<file path="src/rtl/mem_xfer_pkg.sv">
// Shared types and helpers for the cache-line memory transfer engine.
package mem_xfer_pkg;

    localparam int unsigned WORD_W = 32;

    typedef enum logic [1:0] {
        IDLE  = 2'd0,
        WB    = 2'd1,
        FILL  = 2'd2,
        DRAIN = 2'd3
    } xfer_state_e;

    function automatic int unsigned line_words(input int unsigned line_addr_len);
        return 32'd1 << line_addr_len;
    endfunction

endpackage

</file>
<file path="src/rtl/mem_line_master.sv">
// Line transfer engine: write-back and/or fill of one cache line against a
// word-addressed memory whose read data returns one cycle after the address.
module mem_line_master
    import mem_xfer_pkg::*;
#(
    parameter int unsigned ADDR_LEN      = 11,
    parameter int unsigned LINE_ADDR_LEN = 2,
    localparam int unsigned LINE_WORDS   = line_words(LINE_ADDR_LEN),
    localparam int unsigned LINE_W       = ADDR_LEN - LINE_ADDR_LEN
) (
    input  logic                         clk,
    input  logic                         rst,
    input  logic                         req,
    input  logic                         wb_en,
    input  logic                         fill_en,
    input  logic [LINE_W-1:0]            wb_line_addr,
    input  logic [LINE_W-1:0]            fill_line_addr,
    input  logic [LINE_WORDS*WORD_W-1:0] wb_data,
    output logic                         busy,
    output logic                         done,
    output logic [LINE_WORDS*WORD_W-1:0] fill_data,
    output logic [ADDR_LEN-1:0]          mem_addr,
    input  logic [WORD_W-1:0]            mem_rd_data,
    output logic                         mem_wr_req,
    output logic [WORD_W-1:0]            mem_wr_data
);

    xfer_state_e                           state_q, state_d;
    logic [LINE_ADDR_LEN-1:0]              cnt_q, cnt_d;
    logic [LINE_W-1:0]                     wb_line_q, wb_line_d;
    logic [LINE_W-1:0]                     fill_line_q, fill_line_d;
    logic                                  fill_en_q, fill_en_d;
    logic                                  done_q, done_d;
    logic [LINE_WORDS-1:0][WORD_W-1:0]     wb_data_q, wb_data_d;
    logic [LINE_WORDS-1:0][WORD_W-1:0]     fill_data_q, fill_data_d;
    logic [LINE_ADDR_LEN-1:0]              prev_cnt;

    assign prev_cnt  = cnt_q - 1'b1;
    assign busy      = (state_q != IDLE);
    assign done      = done_q;
    assign fill_data = fill_data_q;

    always_comb begin
        state_d     = state_q;
        cnt_d       = cnt_q;
        wb_line_d   = wb_line_q;
        fill_line_d = fill_line_q;
        fill_en_d   = fill_en_q;
        wb_data_d   = wb_data_q;
        fill_data_d = fill_data_q;
        done_d      = 1'b0;
        mem_addr    = '0;
        mem_wr_req  = 1'b0;
        mem_wr_data = '0;

        unique case (state_q)
            IDLE: begin
                if (req) begin
                    wb_line_d   = wb_line_addr;
                    fill_line_d = fill_line_addr;
                    wb_data_d   = wb_data;
                    fill_en_d   = fill_en;
                    cnt_d       = '0;
                    if (wb_en) begin
                        state_d = WB;
                    end else if (fill_en) begin
                        state_d = FILL;
                    end else begin
                        done_d = 1'b1;
                    end
                end
            end
            WB: begin
                mem_addr    = {wb_line_q, cnt_q};
                mem_wr_req  = 1'b1;
                mem_wr_data = wb_data_q[cnt_q];
                cnt_d       = cnt_q + 1'b1;
                if (cnt_q == '1) begin
                    if (fill_en_q) begin
                        state_d = FILL;
                    end else begin
                        state_d = IDLE;
                        done_d  = 1'b1;
                    end
                end
            end
            FILL: begin
                mem_addr = {fill_line_q, cnt_q};
                // Read data lags the address by one cycle, so word cnt-1 lands now.
                if (cnt_q != '0) begin
                    fill_data_d[prev_cnt] = mem_rd_data;
                end
                cnt_d = cnt_q + 1'b1;
                if (cnt_q == '1) begin
                    state_d = DRAIN;
                end
            end
            DRAIN: begin
                fill_data_d[LINE_WORDS-1] = mem_rd_data;
                state_d                   = IDLE;
                done_d                    = 1'b1;
            end
            default: state_d = IDLE;
        endcase
    end

    always_ff @(posedge clk) begin
        if (rst) begin
            state_q     <= IDLE;
            cnt_q       <= '0;
            wb_line_q   <= '0;
            fill_line_q <= '0;
            fill_en_q   <= 1'b0;
            done_q      <= 1'b0;
            wb_data_q   <= '0;
            fill_data_q <= '0;
        end else begin
            state_q     <= state_d;
            cnt_q       <= cnt_d;
            wb_line_q   <= wb_line_d;
            fill_line_q <= fill_line_d;
            fill_en_q   <= fill_en_d;
            done_q      <= done_d;
            wb_data_q   <= wb_data_d;
            fill_data_q <= fill_data_d;
        end
    end

endmodule

</file>
<file path="config.mk">
export PLATFORM = sky130hd
export DESIGN_NAME = mem_line_master
export DESIGN_NICKNAME = d
export VERILOG_FILES = /design/src/rtl/mem_xfer_pkg.sv /design/src/rtl/mem_line_master.sv
export SDC_FILE = /design/constraint.sdc
export NUM_CORES = 1
export LEC_CHECK = 0
export BUFFER_PORTS_ARGS = -buffer_cell sky130_fd_sc_hd__buf_2
export CAP_MARGIN = 20
export CORE_UTILIZATION = 55
export DETAILED_ROUTE_END_ITERATION = 8
export GPL_ROUTABILITY_DRIVEN = 0
export MAX_ROUTING_LAYER = met4
export PLACE_DENSITY_LB_ADDON = 0.1
export SETUP_SLACK_MARGIN = 0.4
export SLEW_MARGIN = 20
export SYNTH_ARGS = -nofsm -noshare
export SYNTH_HDL_FRONTEND = slang
export SYNTH_SLANG_ARGS = --single-unit
</file>
<file path="constraint.sdc">
create_clock -name clk -period 4.5 [get_ports clk]
set_input_delay 0.45 -clock clk [delete_from_list [all_inputs] [get_ports clk]]
set_output_delay 0.45 -clock clk [all_outputs]
set_load 0.01 [all_outputs]
</file>
# --- Yosys cells after proc, flatten, opt, wreduce, memory -nomap -nowiden ---
# Cells that the tools add are included.
# W data, S select, Z words.
totals:
  reg_bits: 280
  in_bits: 183
  out_inout_bits: 174
  wordCells: 65
op_classes:
  add_sub_neg: 2
  order_cmp: 3
  eq_ne: 9
  muxes: 25
  reduce_logical: 12
ops:
  columns: ["cell", "n"]
  rows:
  - ["$bwmux W128", 1]
  - ["$mux W128", 1]
  - ["$mux W32", 3]
  - ["$bmux W32 S2", 1]
  - ["$demux W32 S2", 1]
  - ["$pmux W32 S2", 1]
  - ["$pmux W11 S2", 1]
  - ["$mux W2", 7]
  - ["$ne A2 B2 Y1 const B", 4]
  - ["$pmux W2 S4", 1]
  - ["$reduce_and A2 Y1", 4]
  - ["$reduce_bool A2 Y1", 4]
  - ["$eq A2 B2 Y1 const B", 3]
  - ["$lt A2 B3 Y1 const B", 2]
  - ["$mux W1", 6]
  - ["$pmux W2 S2", 1]
  - ["$reduce_and A4 Y1", 1]
  - ["$ne A3 B3 Y1 const B", 1]
  - ["$pmux W1 S3", 1]
  - ["$add A2 B1 Y2 const B", 1]
  - ["$eq A2 B1 Y1 const B", 1]
  - ["$ge A2 B1 Y1 const B", 1]
  - ["$logic_not A2 Y1", 1]
  - ["$reduce_or A2 Y1", 1]
  - ["2 further kinds", 2]

# --- Longest topological paths before layout ---
logic_depth:
  depth_word: 8
  ltp_mapped: 9
  ltp_nobuf: 5

# --- Worst setup path after synthesis ---
# No wires, ideal clock.
synth_timing:
  path_kind: "reg-to-reg"
  from: "reg cnt_q[0]"
  to: "reg fill_data_q (netlist bit fill_data[100])"
  setup_ns: 0.070
  arrival_time_ns: 1.776
  required_time_ns: 4.430
  slack_ns: 2.654
  path_stages_with_launch: 9
  cell_sequence: "dfxtp_1 > buf_2 > buf_2 > inv_1 > ha_1 > a21boi_1 > clkbuf_1 > nand2_1 > a21oi_1"
synth_via:
  elab_chain_len: 8
synth_rtl:
  columns: ["element", "line_no", "text"]
  rows:
  - ["start: declaration", "mem_line_master.sv:29", "logic [LINE_ADDR_LEN-1:0] cnt_q, cnt_d;"]
  - ["start signal: assignment", "mem_line_master.sv:119", "cnt_q <= cnt_d;"]
  - ["$sub A2 B1 Y2", "mem_line_master.sv:38", "assign prev_cnt = cnt_q - 1'b1;"]
  - ["$lt A2 B3 Y1 (not written as such) / $ge A2 B1 Y1 (equally long branches)", "mem_line_master.sv:91", "fill_data_d[prev_cnt] = mem_rd_data;"]
  - ["$logic_and A1 B1 Y1 (not written as such)", "mem_line_master.sv:91", null]
  - ["$mux W32 (not written as such)", "mem_line_master.sv:91", null]
  - ["$demux W32 S2", "mem_line_master.sv:91", null]
  - ["$bwmux W128", "mem_line_master.sv:91", null]
  - ["$mux W128", "mem_line_master.sv:90", "if (cnt_q != '0) begin"]
  - ["$pmux W32 S2", "mem_line_master.sv:56", "unique case (state_q)"]
  - ["end signal: assignment", "mem_line_master.sv:125", "fill_data_q <= fill_data_d;"]
  - ["end: declaration", "mem_line_master.sv:35", "logic [LINE_WORDS-1:0][WORD_W-1:0] fill_data_q, fill_data_d;"]
# Parallel ways exist; a longest one is shown, timed or not. The select of a mux whose other input is x is not followed.
# A chain may end at the register's enable or synchronous reset.

# --- Final worst setup path ---
layout_timing:
  from: "reg cnt_q[1]"
  to: "out mem_wr_data[3]"
layout_via:
  elab_chain_len: 3
layout_rtl:
  columns: ["element", "line_no", "text"]
  rows:
  - ["$bmux W32 S2", "mem_line_master.sv:76", "mem_wr_data = wb_data_q[cnt_q];"]
  - ["$mux W32 (not written as such)", "mem_line_master.sv:76", null]
  - ["$mux W32", "mem_line_master.sv:56", null]
  - ["end: declaration", "mem_line_master.sv:25", "output logic [WORD_W-1:0] mem_wr_data"]
# Every way passes these cells. The select of a mux whose other input is x is not followed.

==> summary.md <==
| Metric | Value |
|---|---|
| Status | `complete, no violations` |
| Main combinational cell family by area after synthesis | `simple AND/OR/NAND/NOR gates` |
| Share of cells above drive strength 1 | `27.17%` |
| Area contributors post-synth | `dfxtp_1 51%, nand2_1 19%, a21oi_1 13%` |
| Multiplexer share of the synthesized area | `7.029%` |
| Post-Synth Adder-Cell Area | `1.251%` |
| Initial antenna violation count | `6` |
| Yosys cell types | `33` |
| Drt first-iter violations | `617` |
| Min cycle time layout | `3088 ps` |
| GR Util All Layers | `29.70%` |
| # hold bufs at CTS | `0` |
| Worst path cell trace | `buf_4 -> mux4_1 -> and2_1 -> buf_2` |
| Via-to-Cell Ratio | `5.242` |
| Synth area leader | `dfxtp_1` |
| Setup TNS | `0 ps` |
| Root Driver | `clkbuf_16` |
| Peak Freq | `0.3239 GHz` |
| Worst R2R Start | `state_q[0]$_SDFFE_PP0P_` |
| Max-cap check violation count | `0` |
| Skew final | `11.65 ps` |
| P per Cell Area | `486.4 mW/mm^2` |
| Worst R2R Path Depth | `6` |
| Pin count of the biggest net entering global routing | `148` |
| Simple-gate portion of the synthesized area | `22.20%` |
| Synthesized cell area | `0.01100 sq mm` |
| Tcrit/Tclk final | `68.61%` |
| Yosys top cell area share | `50.96%` |
| Final setup fails | `0` |
| Via count | `10127` |
| Syn-to-layout area delta | `24.82%` |
| Worst vdd ir | `0.3152 mV` |
| Final ANT Viol Nets | `0` |
| CTS tree | `built` |
| Actual slew at the worst max-slew pin | `971.0 ps` |
| Initial Utilization | `56.34%` |
| Num CTS Buffers | `29` |
| Synthesis warning total | `0` |
| Total core area | `0.01953 sq mm` |
| Ys flop type | `dfxtp_1` |
| Synth Instances | `1344` |
| Die W | `143.4 um` |
| Final #Nets | `1832` |
| Kind of critical path | `reg -> out` |
| Die Y | `143.4 um` |
| Average wire per standard cell | `15.86 um` |
| Worst path max stage delay | `700 ps` |
| CTS clock-pin slew for the worst setup and hold paths | `60 ps` |
| TritonRoute pass-1 iters | `5` |
| Leakage | `5.881 nW` |
| DP Wirelength | `20030 um` |
| Worst R2R End | `wb_data_q[12]$_SDFFE_PP0P_` |
| Hold Path Origin | `wb_data[102]` |
| Final hold vios | `0` |
| Synth async-reset ratio | `0%` |
| Final WS setup | `1412 ps` |
| Crit-path slowest cell | `dfxtp_2` |
| Fill count | `1670` |
| Die ar. | `0.02057 sq mm` |
| Syn_nets | `1538` |
| Fin. max-slew vios | `0` |
| RSZ-0062 raised after global routing | `false` |
| Grt ovf | `0` |
| Cell depth of the worst hold path | `3` |
| Rel. slew slack | `35.27%` |
| Mapped Avg Cell Area | `8.185 sq um` |
| Drt drc | `0` |
| Sequential fraction of the synthesis area | `50.96%` |
| Post-synth EDFFs | `0` |
| FF-to-FF setup slack | `2090 ps` |
| Cts repair resizes | `0` |
| Xor-xnor portion of the synthesized cell area | `0%` |
| First-pass GRT wire length | `46840 um` |
| Port bufs | `356` |
| Hold Path Sink | `wb_data_q[102]$_SDFFE_PP0P_` |
| Vias in the first global route | `9194` |
| I/O pin count | `357` |
| Worst path arrival time | `2640 ps` |
| Post-CTS setup buffer count | `0` |
| CTS sink cnt | `280` |
| Compound-cell area share of the yosys netlist | `13.90%` |
| Min-Delay Path Class | `in -> reg` |
| Clk Latency, worst-skew pair | `540 ps` |
| Required @ worst endpoint | `4050 ps` |
| Pre-CTS setup slack | `1898 ps` |
| Clock buffer depth | `3` |
| Synthesized flop and latch total | `280` |
| Worst Path Max Fanout | `20` |
| Cell Rows | `51` |
| Worst Setup End Kind | `output port` |
| CP Launch Type | `flip-flop` |
| H-tree levels | `1` |
| WL final | `30640 um` |
[cell usage in the layout (no fill, tap or decap), drive strengths merged, types with 2 or more instances in the layout]
cell type  netlist  routed
inv              5       6
bufinv           0       3
clkinv           0       7
mux4            32      32
and2            33      33
mux2i            3       3
ha              11      11
a21oi          276     276
buf             47     369
nor2b            9       9
clkbuf          60      41
o211a            2       2
nand2b           2       2
nand2          552     552
clkinvlp         0       2
nor2             5       5
dfxtp          280     280
nand3b           3       3
and3b            4       4
a22oi            9       9
diode            0       7
[flip-flops by register name, indices dropped and copies added, names as in the netlist]
| register | cells |
|---|---|
| fill_data | 128 |
| wb_data_q | 128 |
| fill_line_q | 9 |
| wb_line_q | 9 |
| cnt_q | 2 |
| state_q | 2 |
| done | 1 |
| fill_en_q | 1 |
[through the flow]
step / hold slack (ps) / std cells / utilization (%) / cell area [sq um] / power (W)
final: 140.6 / 1932 / 70.32 / 13730 / 0.006679
after global routing: 131.2 / 1931 / 70.31 / 13730 / 0.007009
after CTS: 124.8 / 1925 / 70.23 / 13710 / 0.006720
after detailed placement: 443.5 / 1872 / 65.37 / 12760 / 0.004353
after global placement: 438.9 / 1872 / 65.36 / 12760 / 0.004315
after floorplan: 431.5 / 1344 / - / 11000 / 0.003945
[area by class of cell]
class,count,area (sq um),share of cell area [%]
antenna,7,17.52,0.1276
clock inverter,13,152.6,1.112
inverter,5,18.77,0.1367
clock buffer,40,797.0,5.805
sequential,280,5608,40.84
multi-input combinational,952,4897,35.67
tap,265,331.6,2.415
timing repair buffer,370,1908,13.90
[report_power, final]
group          leakage [nW]  total (W)  internal, W  switching, W
sequential             2.28    0.00292      0.00277      0.000154
combinational          3.14    0.00138     0.000534      0.000851
clock                 0.463    0.00237      0.00141      0.000964
total                  5.88    0.00668      0.00471       0.00197
[synth_stat cells (2+ instances only)]
cell and instances:
nor2b_1 9, clkbuf_1 60, nor2_1 5, and2_1 33
nand2_1 552, nand2b_1 2, mux2i_1 3, nand3b_1 3
mux4_2 29, mux4_1 3, inv_1 5, a22oi_1 9
ha_1 11, and3b_1 4, buf_6 2, o211a_1 2
dfxtp_1 280, a21oi_1 276, buf_12 2, buf_2 33
buf_1 9
[kinds of logic (layout without fill, tap and decap cells)]
family	after synthesis	in the layout
other	0	7
DFF	280	280
muxes	36	36
AOI/OAI and AO/OA	294	294
buffers and inverters	112	428
adders and majority gates	11	11
and+or+nand+nor	611	611
[layer usage]
metal | up-vias | GRT usage (%) | share of wire (%)
met1 | 4669 | 37.12 | 42
li1 | 4998 | - | -
met5 | - | - | 0
met4 | 0 | 12.04 | 3.7
met2 | 387 | 46.47 | 46
met3 | 73 | 6.798 | 8.1
[worst max-delay path by stage]
stage	from	end	slack [ps]	cells after the start
after floorplan	cnt_q[0]$_SDFFE_PP0P_	fill_data[100]$_SDFFE_PP0P_	2650	8
after global placement	cnt_q[0]$_SDFFE_PP0P_	fill_data[56]$_SDFFE_PP0P_	1880	6
after detailed placement	cnt_q[1]$_SDFFE_PP0P_	mem_wr_data[3]	1900	4
after CTS	cnt_q[1]$_SDFFE_PP0P_	mem_wr_data[3]	1330	4
after global routing	cnt_q[1]$_SDFFE_PP0P_	mem_wr_data[3]	1230	4
final	cnt_q[1]$_SDFFE_PP0P_	mem_wr_data[3]	1410	4
[critical path: cells and delay by family, from the launching register on]
| family | cells | cell delay, ps |
|---|---|---|
| buffers and inverters | 2 | 610 |
| DFF | 1 | 700 |
| muxes | 1 | 610 |
| and+or+nand+nor | 1 | 170 |
No activity file was read; power rests on OpenSTA's default activity.
